**src/rtl/mux_pkg.sv**
```systemverilog
// Shared definitions for the registered N-way stream multiplexer: mode encodings and
// a constant-width helper.
package mux_pkg;

  localparam logic MODE_SEL = 1'b0;
  localparam logic MODE_RR  = 1'b1;

  // Bits needed to index n items, never less than 1.
  function automatic int unsigned clog2(input int unsigned n);
    int unsigned r;
    r = 0;
    while ((32'd1 << r) < n) r++;
    return (r == 0) ? 1 : r;
  endfunction

endpackage

```
**src/rtl/rr_arbiter.sv**
```systemverilog
// Round-robin arbiter: first requester at or after ptr, wrapping, found by rotating a
// doubled request vector and priority-encoding the lowest set bit.
module rr_arbiter #(
  parameter int unsigned N     = 4,
  parameter int unsigned SEL_W = 2
) (
  input  logic [N-1:0]     req,
  input  logic [SEL_W-1:0] ptr,
  output logic [SEL_W-1:0] gnt_idx,
  output logic             gnt_any
);

  localparam int unsigned SUM_W = SEL_W + 1;

  logic [N-1:0]     req_rot;
  logic [SUM_W-1:0] idx_sum;
  logic             found;

  always_comb begin
    req_rot = N'({req, req} >> ptr);
    idx_sum = '0;
    found   = 1'b0;
    for (int unsigned i = 0; i < N; i++) begin
      if (!found && req_rot[i]) begin
        found   = 1'b1;
        idx_sum = SUM_W'(ptr) + SUM_W'(i);
      end
    end
    // Offset from ptr can run past the last channel; fold it back without modulo 2^SEL_W.
    if (idx_sum >= SUM_W'(N)) idx_sum = idx_sum - SUM_W'(N);
    gnt_idx = SEL_W'(idx_sum);
    gnt_any = |req;
  end

endmodule

```
**src/rtl/mux_nway_reg.sv**
```systemverilog
// N-input registered stream multiplexer with valid/ready handshake; the channel is picked
// by an external select or by a round-robin arbiter, with one cycle of latency.
module mux_nway_reg
  import mux_pkg::*;
#(
  parameter  int unsigned WIDTH  = 16,
  parameter  int unsigned NUM_IN = 4,
  localparam int unsigned SEL_W  = clog2(NUM_IN)
) (
  input  logic                    clk,
  input  logic                    reset_n,
  input  logic                    mode,
  input  logic [SEL_W-1:0]        sel,
  input  logic [NUM_IN-1:0]       in_valid,
  input  logic [NUM_IN*WIDTH-1:0] in_data,
  output logic [NUM_IN-1:0]       in_ready,
  output logic                    out_valid,
  output logic [WIDTH-1:0]        out_data,
  output logic [SEL_W-1:0]        out_chan,
  input  logic                    out_ready
);

  localparam int unsigned NUM_PAD = 1 << SEL_W;

  logic [SEL_W-1:0]   rr_ptr;
  logic [SEL_W-1:0]   rr_gnt;
  logic               rr_any;
  logic [SEL_W-1:0]   grant;
  logic               gnt_vld;
  logic [NUM_PAD-1:0] valid_pad;
  logic [WIDTH-1:0]   gnt_data;
  logic               can_load;
  logic               xfer;

  rr_arbiter #(.N(NUM_IN), .SEL_W(SEL_W)) u_arb (
    .req     (in_valid),
    .ptr     (rr_ptr),
    .gnt_idx (rr_gnt),
    .gnt_any (rr_any)
  );

  // Grant source; valid is padded so an out-of-range select reads a zero.
  always_comb begin
    valid_pad = NUM_PAD'(in_valid);
    if (mode == MODE_RR) begin
      grant   = rr_gnt;
      gnt_vld = rr_any;
    end else begin
      grant   = sel;
      gnt_vld = (32'(sel) < NUM_IN) && valid_pad[sel];
    end
  end

  always_comb begin
    gnt_data = '0;
    for (int unsigned i = 0; i < NUM_IN; i++) begin
      if (grant == SEL_W'(i)) gnt_data = in_data[i*WIDTH +: WIDTH];
    end
  end

  assign can_load = !out_valid || out_ready;
  assign xfer     = reset_n && can_load && gnt_vld;
  assign in_ready = xfer ? (NUM_IN'(1) << grant) : '0;

  always_ff @(posedge clk or negedge reset_n) begin
    if (!reset_n) begin
      out_valid <= 1'b0;
      out_data  <= '0;
      out_chan  <= '0;
      rr_ptr    <= '0;
    end else begin
      if (xfer) begin
        out_valid <= 1'b1;
        out_data  <= gnt_data;
        out_chan  <= grant;
      end else if (out_ready) begin
        out_valid <= 1'b0;
      end
      if (xfer && mode == MODE_RR) begin
        rr_ptr <= (32'(grant) == NUM_IN - 1) ? '0 : grant + SEL_W'(1);
      end
    end
  end

endmodule

```
**config.mk**
```make
export PLATFORM = sky130hd
export DESIGN_NAME = mux_nway_reg
export DESIGN_NICKNAME = d
export VERILOG_FILES = /design/src/rtl/mux_pkg.sv /design/src/rtl/rr_arbiter.sv /design/src/rtl/mux_nway_reg.sv
export SDC_FILE = /design/constraint.sdc
export NUM_CORES = 1
export LEC_CHECK = 0
export CORE_ASPECT_RATIO = 0.75
export CORE_MARGIN = 5
export CORE_UTILIZATION = 37
export DETAILED_ROUTE_END_ITERATION = 10
export GPL_ROUTABILITY_DRIVEN = 0
export GPL_TIMING_DRIVEN = 0
export MAX_ROUTING_LAYER = met4
export PLACE_DENSITY = 0.81
export SYNTH_ARGS = -nofsm -noshare
export SYNTH_HDL_FRONTEND = slang
export SYNTH_SLANG_ARGS = --single-unit
```
**constraint.sdc**
```tcl
create_clock -name clk -period 3.75 [get_ports clk]
set_input_delay 0.75 -clock clk [delete_from_list [all_inputs] [get_ports clk]]
set_output_delay 0.75 -clock clk [all_outputs]
set_load 0.1 [all_outputs]
```
# Word-level counts from Yosys, hierarchy flattened
# Cells that the tools add are included.
op_classes:
  eq_ne: 3
  shift: 2
  n_lt_le_gt_ge: 2
  n_addsub: 5
  reduce_logical: 14
  mux: 20
ops:
  columns: ["operator", "count"]
  rows:
  - ["16-bit two-way mux", 4]
  - ["3-bit two-way mux", 3]
  - ["2-bit two-way mux", 4]
  - ["8-bit by 2-bit right shift with 4-bit output", 1]
  - ["1-bit two-way mux", 7]
  - ["2-bit by 2-bit adder with 3-bit output (second input constant)", 2]
  - ["1-bit logical AND", 6]
  - ["2-bit equality test (second input constant)", 2]
  - ["1-bit zero test", 4]
  - ["4-bit two-way mux", 1]
  - ["4-bit OR reduction", 1]
  - ["1-bit by 2-bit left shift with 4-bit output (first input constant)", 1]
  - ["2-bit by 1-bit adder with 3-bit output (second input constant)", 1]
  - ["3-bit >= comparator (second input constant)", 1]
  - ["2-bit by 3-bit < comparator with 1-bit output (second input constant)", 1]
  - ["2-bit by 1-bit adder with 2-bit output (second input constant)", 1]
  - ["1-bit binary-select mux with 2-bit select", 1]
  - ["2-bit by 1-bit equality test with 1-bit output (second input constant)", 1]
  - ["2-bit zero test", 1]
  - ["2-bit nonzero test", 1]
  - ["2-bit by 1-bit subtractor with 2-bit output (second input constant)", 1]
  - ["1-bit logical OR", 1]
totals:
  inputBits: 74
  out_inout_bits: 23
  ff_bits: 21
  wordCells: 50

# Longest topological paths before layout
logic_depth:
  depth_word: 19
  mapped_depth: 15
  mapped_depth_nobuf: 11

# Modules after synthesis
# A second synthesis with hierarchy kept.
hier_totals:
  hier_cells: 156
  hier_area_um2: 1554.0
modules_own_cells:
  columns: ["module", "n_inst", "seq_area_each_um2", "cells_per_inst", "area_each_um2"]
  rows:
  - ["mux_nway_reg", 1, 525.5, 144, 1480.2]
  - ["rr_arbiter", 1, 0.0, 12, 73.8]

# Least setup slack after synthesis
# OpenSTA, ideal clock, no wires.
synth_timing:
  path_kind: "input port to output port"
  startpoint: "input port in_valid[2]"
  endpoint: "output port in_ready[1]"
  path_buffers: 2
  t_arrival_ps: 3902
  slack_ps: -902
  cell_stages: 10
  required_time_ps: 3000
  path_cell_list: "or4b_1 > a211oi_2 > o21bai_1 > a31o_1 > inv_1 > ha_1 > clkbuf_1 > clkbuf_1 > inv_1 > nor2_1"
synth_between:
  elab_chain_cells: 16
  elab_cells_between_ends: 25
  classes_between: "add/sub (1); order compare (1); shift (2); mux (13); reduce/logical (8)"
synth_lines:
  columns: ["element", "line", "source"]
  rows:
  - ["from (decl)", "mux_nway_reg.sv:14", "input logic [NUM_IN-1:0] in_valid,"]
  - ["8-bit by 2-bit right shift with 4-bit output *", "rr_arbiter.sv:20", "req_rot = N'({req, req} >> ptr);"]
  - ["1-bit two-way mux", "rr_arbiter.sv:24", "if (!found && req_rot[i]) begin"]
  - ["1-bit zero test", "rr_arbiter.sv:24", null]
  - ["1-bit logical AND", "rr_arbiter.sv:24", null]
  - ["1-bit two-way mux", "rr_arbiter.sv:24", null]
  - ["1-bit zero test", "rr_arbiter.sv:24", null]
  - ["1-bit logical AND", "rr_arbiter.sv:24", null]
  - ["1-bit two-way mux", "rr_arbiter.sv:24", null]
  - ["1-bit zero test", "rr_arbiter.sv:24", null]
  - ["1-bit logical AND", "rr_arbiter.sv:24", null]
  - ["3-bit two-way mux *", "rr_arbiter.sv:24", null]
  - ["3-bit >= comparator / 2-bit by 1-bit subtractor with 2-bit output (equally long branches)", "rr_arbiter.sv:30", "if (idx_sum >= SUM_W'(N)) idx_sum = idx_sum - SUM_W'(N);"]
  - ["2-bit two-way mux *", "rr_arbiter.sv:30", null]
  - ["2-bit two-way mux *", "mux_nway_reg.sv:45", "if (mode == MODE_RR) begin"]
  - ["via grant[0]", "mux_nway_reg.sv:28", "logic [SEL_W-1:0] grant;"]
  - ["1-bit by 2-bit left shift with 4-bit output *", "mux_nway_reg.sv:63", "assign in_ready = xfer ? (NUM_IN'(1) << grant) : '0;"]
  - ["4-bit two-way mux *", "mux_nway_reg.sv:63", null]
  - ["to (decl)", "mux_nway_reg.sv:16", "output logic [NUM_IN-1:0] in_ready,"]
# Mark *: on every way through the listed nets, which the timed path passes. The rest lies on a longest branch. The select of a mux whose other input is x is not followed.

# Final worst setup path
layout_timing:
  startpoint: "input port in_valid[2]"
  endpoint: "output port in_ready[3]"
# Same word-level chain as after synthesis.

==> results_dict.tcl <==
set metrics [dict create \
    critPathCaptureType "output port" \
    synth_cell_types 37 \
    grt_max_degree 25 \
    drtIter0Drc 153 \
    worst_pin_slew_ns 1.00 \
    antenna_found_initial 0 \
    drv_slew 0 \
    slew_headroom_pct 33.1 \
    diodes 0 \
    clock-sinks 21 \
    synth_fp_nets 268 \
    start_kind "input pin" \
    syn_area_sq_mm 0.00155 \
    place_hpwl_microns 4340 \
    path_delay_family "buffers and inverters" \
    final_area_sq_mm 0.00278 \
    drt_pre_antenna_iters 4 \
    place_area_sq_mm 0.00260 \
    overflow 0 \
    io_pins 97 \
    cp_cell_sequence "buf_2, or4b_1, a211oi_2, o21bai_1, a31o_2, inv_2, ha_4, clkbuf_8, inv_1, nor2_4, buf_12" \
    vias_per_cell 5.24 \
    num_vias 1823 \
    hold_viol 0 \
    cts_root_buf "clkbuf_8" \
    max_stage_delay_ns 0.54 \
    synth.ff_latch_count 21 \
    row_count 20 \
    cts.path.max_buffers 2 \
    critical_path_buf_inv_count 5 \
    syn_avg_cell_area_sq_um 8.15 \
    fin_nets 372 \
    vdd_drop_max_uv 464 \
    cap_violations 0 \
    path_clk_slew_ns 0.07 \
    hold_class "flop to flop" \
    yosysWarnings 0 \
    fmaxAchievable_mhz 280 \
    die_x_microns 84.7 \
    start_util_pct 38.2 \
    critPathSlowestCell "or4b_1" \
    drive_gt1_share_pct 16.7 \
    routed_wl_microns 5380 \
    floorplan.die.height_microns 66.0 \
    worstPathArrival_ns 2.82 \
    numCtsBuffers 3 \
    setup_viol 0 \
    power_density_mw_per_mm2 637 \
    clkLatencyLatePin_ns 0.26 \
    area_growth_pct 79.2 \
    layout_worst_path_cycle_share_pct 95.2 \
    grt_pass1_vias 1735 \
    cp_max_fo 10 \
    finalCriticalPeriod_ns 3.57 \
    h-tree-depth 1 \
    globalRouteTotalUtil_pct 19.0 \
    cp_data_required_time_ns 3.00 \
    syn_inst 190 \
    core_sq_mm 0.00405 \
    hold_slack_ns 0.481 \
    drcViolationCount 0 \
    dieArea_sq_mm 0.00559 \
    hold_buffers 0 \
    final_antenna_net_count 0 \
    power_leakage_nw 1.12 \
    status "completed" \
    seq_area_frac_synth_pct 33.9 \
    cts_tree "yes" \
    io_buffers 96 \
    grt_pass1_wl_microns 8360 \
    post_drt_wl_per_cell_microns 15.5 \
    skew_ns 0.00669 \
    path_class "input pin to output port" \
    rsz0062_at_grt "false" \
]
[per-layer routing]
layer	part of all wire (%)	vias to the layer above	track usage, %
li1	-	900	-
met2	48	69	29.7
met5	0	-	-
met4	1.5	0	4.15
met1	45	845	27.0
met3	5.6	9	1.62
[logic make-up (layout without fill, tap and decap cells)]
logic type | after synthesis | after routing | synth area share, %
adder cells (fa/ha/maj) | 4 | 4 | 3.23
multiplexers | 3 | 3 | 3.15
buffers and inverters | 25 | 128 | 8.97
AND/OR/NAND/NOR | 73 | 73 | 22.5
AO/OA/AOI/OAI | 64 | 64 | 28.2
flip-flops | 21 | 21 | 33.9
[path summary, 6_finish.rpt]
path,from,end,slack (ns),depth (start not counted)
max in group asynchronous,reset_n,out_data[14],2.41,1
max,in_valid[2],in_ready[3],0.18,11
max reg2reg,rr_ptr[0],out_data[7],0.57,13
min reg2reg,out_data[7],out_data[7],0.48,2
min,out_data[7],out_data[7],0.48,2
min in group asynchronous,reset_n,out_data[9],0.74,1
[cell type report]
type	count	area [sq um]
Timing Repair Buffer	103	1020
Clock buffer	3	41.3
Inverter	8	35.0
Tap cell	55	68.8
Clock inverter	1	5.00
Multi-Input combinational cell	144	960
Sequential cell	21	526
Fill cell	349	1280
Buffer	13	115
[registers in the layout, summed over array words and instances (netlist names)]
| signal | cells |
|---|---|
| out_chan | 2 |
| out_data | 16 |
| rr_ptr | 2 |
| out_valid | 1 |
[stage by stage]
step	setup slack [ns]	utilization (%)	instances	power, mW	TNS [ns]
after floorplan	-0.0622	-	190	1.23	-0.0622
after global placement	-1.56	64.2	341	1.55	-11.12
after detailed placement	-1.64	64.2	341	1.57	-12.54
after CTS	-0.0190	67.3	343	1.75	-0.0190
after global routing	0.0316	68.5	348	1.86	0
final	0.180	68.5	348	1.77	0
[power by group]
part	switching, mW	internal [mW]
Combinational	0.876	0.396
Clock	0.0757	0.0740
Sequential	0.0418	0.305
Total	0.994	0.775
[repair_timing]
item,CTS,global route
setup buffers,2,5
resized for setup,50,11
pin swaps,1,3
hold endpoints to repair,0,0
setup endpoints to repair,17,16
[worst register-to-register path: stages (launching register included)]
cell and delay (ns):
dfrtp_1 0.39, or4b_1 0.52, a211oi_2 0.23, o21bai_1 0.10, a31o_2 0.28, buf_4 0.15, ha_1 0.20, nor2b_1 0.13
clkbuf_2 0.14, buf_2 0.19, a221oi_1 0.34, nor3_1 0.10, a21oi_1 0.21, o21ai_2 0.07
[cells in the mapped netlist]
master | count | area (sq um)
inv_1 | 7 | 26.3
o311ai_0 | 1 | 8.76
a221oi_1 | 17 | 149
clkbuf_1 | 10 | 37.5
buf_6 | 1 | 11.3
nand3b_1 | 1 | 7.51
a31o_1 | 1 | 8.76
buf_4 | 2 | 15.0
a32o_1 | 1 | 10.0
o21ai_0 | 8 | 40.0
mux4_1 | 1 | 26.3
buf_12 | 1 | 20.0
nand3b_2 | 1 | 11.3
clkinv_1 | 1 | 3.75
nand2_1 | 20 | 75.1
nand4b_1 | 1 | 8.76
nor2b_1 | 2 | 12.5
and4_1 | 1 | 8.76
mux2_1 | 2 | 22.5
o22ai_1 | 1 | 6.26
a211oi_2 | 1 | 12.5
or4_4 | 1 | 11.3
o21bai_1 | 1 | 7.51
buf_8 | 1 | 15.0
or4b_1 | 1 | 10.0
o21ai_1 | 6 | 30.0
buf_2 | 2 | 10.0
and3b_1 | 1 | 8.76
o21ai_2 | 6 | 52.6
nor3_1 | 18 | 90.1
ha_1 | 4 | 50.1
a21oi_1 | 19 | 95.1
nor2_1 | 23 | 86.3
dfrtp_1 | 21 | 526
nand2b_1 | 3 | 18.8
a21oi_2 | 1 | 8.76
a22oi_1 | 1 | 7.51
[layout by cell type (no fill, tap or decap), drive strengths merged, types with 3 or more instances in the layout]
| cell type | synthesis | layout |
|---|---|---|
| a21oi | 20 | 20 |
| a221oi | 17 | 17 |
| buf | 7 | 19 |
| clkbuf | 10 | 10 |
| clkdlybuf4s50 | 0 | 87 |
| dfrtp | 21 | 21 |
| ha | 4 | 4 |
| inv | 7 | 7 |
| nand2 | 20 | 20 |
| nand2b | 3 | 3 |
| nor2 | 23 | 23 |
| nor3 | 18 | 18 |
| o21ai | 20 | 20 |
No activity file was read; power rests on OpenSTA's default activity.
